$ cat src/rtl/univ_shift_reg.sv
// Universal shift/rotate/load register with serial-fill counter and one-cycle word-full pulse.
// One-cycle latency on every operation; en=0 stalls the register and counter and suppresses full.
module univ_shift_reg #(
   parameter  int WIDTH = 8,
   localparam int CNTW  = $clog2(WIDTH + 1)
) (
   input  logic             clk,
   input  logic             reset,
   input  logic             en,
   input  logic [2:0]       mode,
   input  logic             sin_r,
   input  logic             sin_l,
   input  logic [WIDTH-1:0] pin,
   output logic [WIDTH-1:0] pout,
   output logic             sout_r,
   output logic             sout_l,
   output logic [CNTW-1:0]  fill_cnt,
   output logic             full
);

   localparam logic [2:0] MODE_HOLD = 3'b000;
   localparam logic [2:0] MODE_SHR  = 3'b001;
   localparam logic [2:0] MODE_SHL  = 3'b010;
   localparam logic [2:0] MODE_ROR  = 3'b011;
   localparam logic [2:0] MODE_ROL  = 3'b100;
   localparam logic [2:0] MODE_LOAD = 3'b101;
   localparam logic [2:0] MODE_ASR  = 3'b110;

   localparam logic [CNTW-1:0] CNT_LAST = CNTW'(WIDTH - 1);

   logic [WIDTH-1:0] r_q, r_d;
   logic [CNTW-1:0]  cnt_q, cnt_d;
   logic             full_q, full_d;
   logic             serial;

   always_comb begin
      r_d    = r_q;
      cnt_d  = cnt_q;
      full_d = 1'b0;
      serial = 1'b0;
      if (en) begin
         case (mode)
            MODE_HOLD: r_d = r_q;
            MODE_SHR: begin
               r_d    = {sin_r, r_q[WIDTH-1:1]};
               serial = 1'b1;
            end
            MODE_SHL: begin
               r_d    = {r_q[WIDTH-2:0], sin_l};
               serial = 1'b1;
            end
            MODE_ROR:  r_d = {r_q[0], r_q[WIDTH-1:1]};
            MODE_ROL:  r_d = {r_q[WIDTH-2:0], r_q[WIDTH-1]};
            MODE_LOAD: begin
               r_d   = pin;
               cnt_d = '0;
            end
            MODE_ASR:  r_d = {r_q[WIDTH-1], r_q[WIDTH-1:1]};
            default:   r_d = r_q;
         endcase
         // Only serial shifts advance the fill; the WIDTH-th one wraps and fires full.
         if (serial) begin
            if (cnt_q == CNT_LAST) begin
               cnt_d  = '0;
               full_d = 1'b1;
            end else begin
               cnt_d = cnt_q + 1'b1;
            end
         end
      end
   end

   always_ff @(posedge clk) begin
      if (!reset) begin
         r_q    <= '0;
         cnt_q  <= '0;
         full_q <= 1'b0;
      end else begin
         r_q    <= r_d;
         cnt_q  <= cnt_d;
         full_q <= full_d;
      end
   end

   assign pout     = r_q;
   assign sout_r   = r_q[0];
   assign sout_l   = r_q[WIDTH-1];
   assign fill_cnt = cnt_q;
   assign full     = full_q;

endmodule

$ cat config.mk
export PLATFORM = sky130hd
export DESIGN_NAME = univ_shift_reg
export DESIGN_NICKNAME = d
export VERILOG_FILES = /design/src/rtl/univ_shift_reg.sv
export SDC_FILE = /design/constraint.sdc
export NUM_CORES = 1
export LEC_CHECK = 0
export CAP_MARGIN = 20
export CELL_PAD_IN_SITES_DETAIL_PLACEMENT = 1
export CELL_PAD_IN_SITES_GLOBAL_PLACEMENT = 1
export CORE_MARGIN = 10
export CORE_UTILIZATION = 29
export CTS_BUF_LIST = sky130_fd_sc_hd__clkbuf_4 sky130_fd_sc_hd__clkbuf_8 sky130_fd_sc_hd__clkbuf_16
export DETAILED_ROUTE_END_ITERATION = 10
export PLACE_DENSITY = 0.81
export SLEW_MARGIN = 40
export SYNTH_ARGS = -nofsm -noshare
export SYNTH_HDL_FRONTEND = slang
export SYNTH_SLANG_ARGS = --single-unit
export TNS_END_PERCENT = 30
$ cat constraint.sdc
create_clock -name clk -period 1.2 [get_ports clk]
set_input_delay 0.18 -clock clk [delete_from_list [all_inputs] [get_ports clk]]
set_output_delay 0.18 -clock clk [all_outputs]
set_load 0.02 [all_outputs]
==> impl_metrics.csv <==
group,metric,value,unit
floorplan,rows,20,
pwr,power_density,853,nW/um^2
setup_path,path_class,"reg -> out",
pwr,leakage,0.000639,uW
floorplan,die_x,76.2,microns
setup_path,max_stage_delay,0.39,ns
sta,rsz0062_at_grt,"true",
synth,synth_top_area_share,28.5,%
synth,synth.net_count,125,
detailed_routing,wl_per_cell,17.8,microns
clock_network,insertion_delay,0.30,ns
layout,fin_nets,183,
synth,syn_inst,108,
sta,fin_crit_sh,97.3,%
clock_network,cts_tree,"done",
clock_network,numCtsBuffers,3,
detailed_routing,viasPerCell,5.25,
run_status,outcome,"completed",
synth,synth.distinct_cells,41,
setup_path,critPathMaxFanout,5,
layout,area.growth.synth_to_final,63.3,%
detailed_routing,ant_nets,0,
synth,synth_seq_cells,13,
floorplan,dieArea,5800,sq um
floorplan,fp.dieH,76.2,microns
setup_path,cp-end-kind,"output port",
global_routing,grt_max_degree,12,
run,drv_cap,0,
sta,hold_viol_final,0,
floorplan,core,3030,sq um
clock_network,cts_hold_buf,0,
layout,drive_above_1_share,38.2,%
synth,avgSynthCellArea,8.47,sq um
sta,report.final.slew_viol_count,0,
layout,finalCoreUtilization,49.3,%
synth,netlist_area,915,sq um
synth,synth_top_flop_cell,"dfxtp_1",
synth,synth_top_area_cell,"dfxtp_1",
sta,tightestPinTransition,0.327,ns
synth,synth_edf_count,0,
setup_path,critPathArrivalTime,0.99,ns
global_routing,antenna_found_initial,0,
sta,setup_tns,0,ns
detailed_routing,wl,3720,microns
sta,finalSetupViolCount,0,
sta,max_slew_margin,78.0,%
clock_network,path_clk_slew,0.09,ns
setup_path,critPathSlowestCell,"dfxtp_4",
sta,fin_skew,0.000736,ns
pwr,ir_worst_vdd,0.000685,V
setup_path,cpLargestDelayFamily,"flip-flops",
clock_network,cts-htree-levels,1,
global_routing,first_global_vias,1248,
setup_path,crit_required,1.02,ns
sta,max_freq,856,MHz
clock_network,cts-root-buf,"clkbuf_4",
synth,synth_common_cells,"dfxtp_1 (13), nand2_1 (10), nor2b_1 (9)",
place,portBuffers,30,
detailed_routing,first_pass_iters,4,
global_routing,grt_overflow_total,0,
clock_network,cts_buffer_depth,2,
sta,fin_crit,1.17,ns
detailed_routing,drc,0,
detailed_routing,dr_total_vias,1097,
place,routabilityCongestion,0.866,
clock_network,cts_sinks,13,
synth,synth_area_leaders,"dfxtp_1 (28%), nor2b_1 (6.2%), mux2i_1 (5.5%)",
synth,async_flop_share,0,%
floorplan,start_util,30.2,%
floorplan,ios,31,
detailed_routing,drt_iter0_drc,26,
layout,diodes,0,
synth,ys_warn_count,0,
setup_path,start_kind,"register",
global_routing,grt_use_total,12.1,%
synth,synth.most_common_cell,"dfxtp_1",
min_path,holdCritPathClass,"in -> reg",
setup_path,crit_path_cell_trace,"clkdlybuf4s15_1",
global_routing,grt_pass1_wl,5920,microns
setup_path,crit_buf_inv,1,
place,dp_hpwl,2540,microns
synth,seq_area_frac_synth,28.5,%
power breakdown:
part | leakage (uW) | switching [uW] | internal (uW) | total [uW]
Clock | 0.0000184 | 176 | 152 | 329
Sequential | 0.000108 | 19.3 | 454 | 473
Combinational | 0.000513 | 232 | 240 | 472
Total | 0.000639 | 428 | 847 | 1270
layout by cell type, fill, tap and decap left out, types with 7 or more instances in the layout:
master,instances
dfxtp_1,10
a31oi_1,7
nor2b_1,9
nand2_1,10
buf_4,30
clkdlybuf4s50_1,11
cell families (layout without fill, tap and decap cells):
group                    Yosys count  count (layout)  share of synthesized area [%]
buffers and inverters             12              69                           9.44
flip-flops                        13              13                           28.5
adder cells (fa/ha/maj)            1               1                           1.37
multiplexers                       5               5                           5.47
AO/OA/AOI/OAI                     36              36                           27.5
XOR/XNOR                           2               2                           1.92
AND/OR/NAND/NOR                   39              39                           25.9
per-layer routing:
layer	track usage, %	up-vias	routed length, microns
met5	0	-	0
met4	5.58	0	92
met3	4.72	10	204
met2	21.3	41	1910
met1	12.3	537	1510
li1	-	509	-
registers in the layout (all words and copies together) (netlist names):
register	flops
fill_cnt	4
full	1
pout	8
layout make-up:
type	instances	area (sq um)
Clock buffer	4	30.0
Fill cell	375	1530
Inverter	2	7.51
Multi-Input combinational cell	83	602
Sequential cell	13	269
Tap cell	44	55.1
Timing Repair Buffer	63	531
metrics by stage:
| step | instances | hold WS [ns] | total power [uW] | area (sq um) | setup slack, ns |
|---|---|---|---|---|---|
| finish | 209 | 0.494 | 1270 | 1490 | 0.0320 |
| global route | 209 | 0.532 | 1340 | 1490 | -0.0367 |
| CTS | 207 | 0.488 | 1260 | 1470 | 0.000123 |
| detailed placement | 197 | 0.518 | 919 | 1380 | -0.587 |
| global placement | 197 | 0.510 | 903 | 1380 | -0.511 |
| floorplan | 108 | 0.318 | 709 | 917 | 0.00555 |
worst paths after layout:
check | from | endpoint | slack [ns] | cells past startpoint
worst max-delay path | fill_cnt[1]$_SDFFE_PN0P_ | fill_cnt[1] | 0.03 | 1
worst min-delay path | en | fill_cnt[2]$_SDFFE_PN0P_ | 0.49 | 3
worst max register to register | pout[0]$_SDFFE_PN0P_ | pout[1]$_SDFFE_PN0P_ | 0.04 | 4
worst min register to register | fill_cnt[3]$_SDFFE_PN0P_ | fill_cnt[3]$_SDFFE_PN0P_ | 0.53 | 2
what timing repair did:
action	4_1_cts	5_1_grt
cloned	1	0
endpoints found under the setup margin	28	22
setup buffers	5	2
gates resized for setup	40	22
pin swaps	0	2
(Power assumes the default switching activity.)
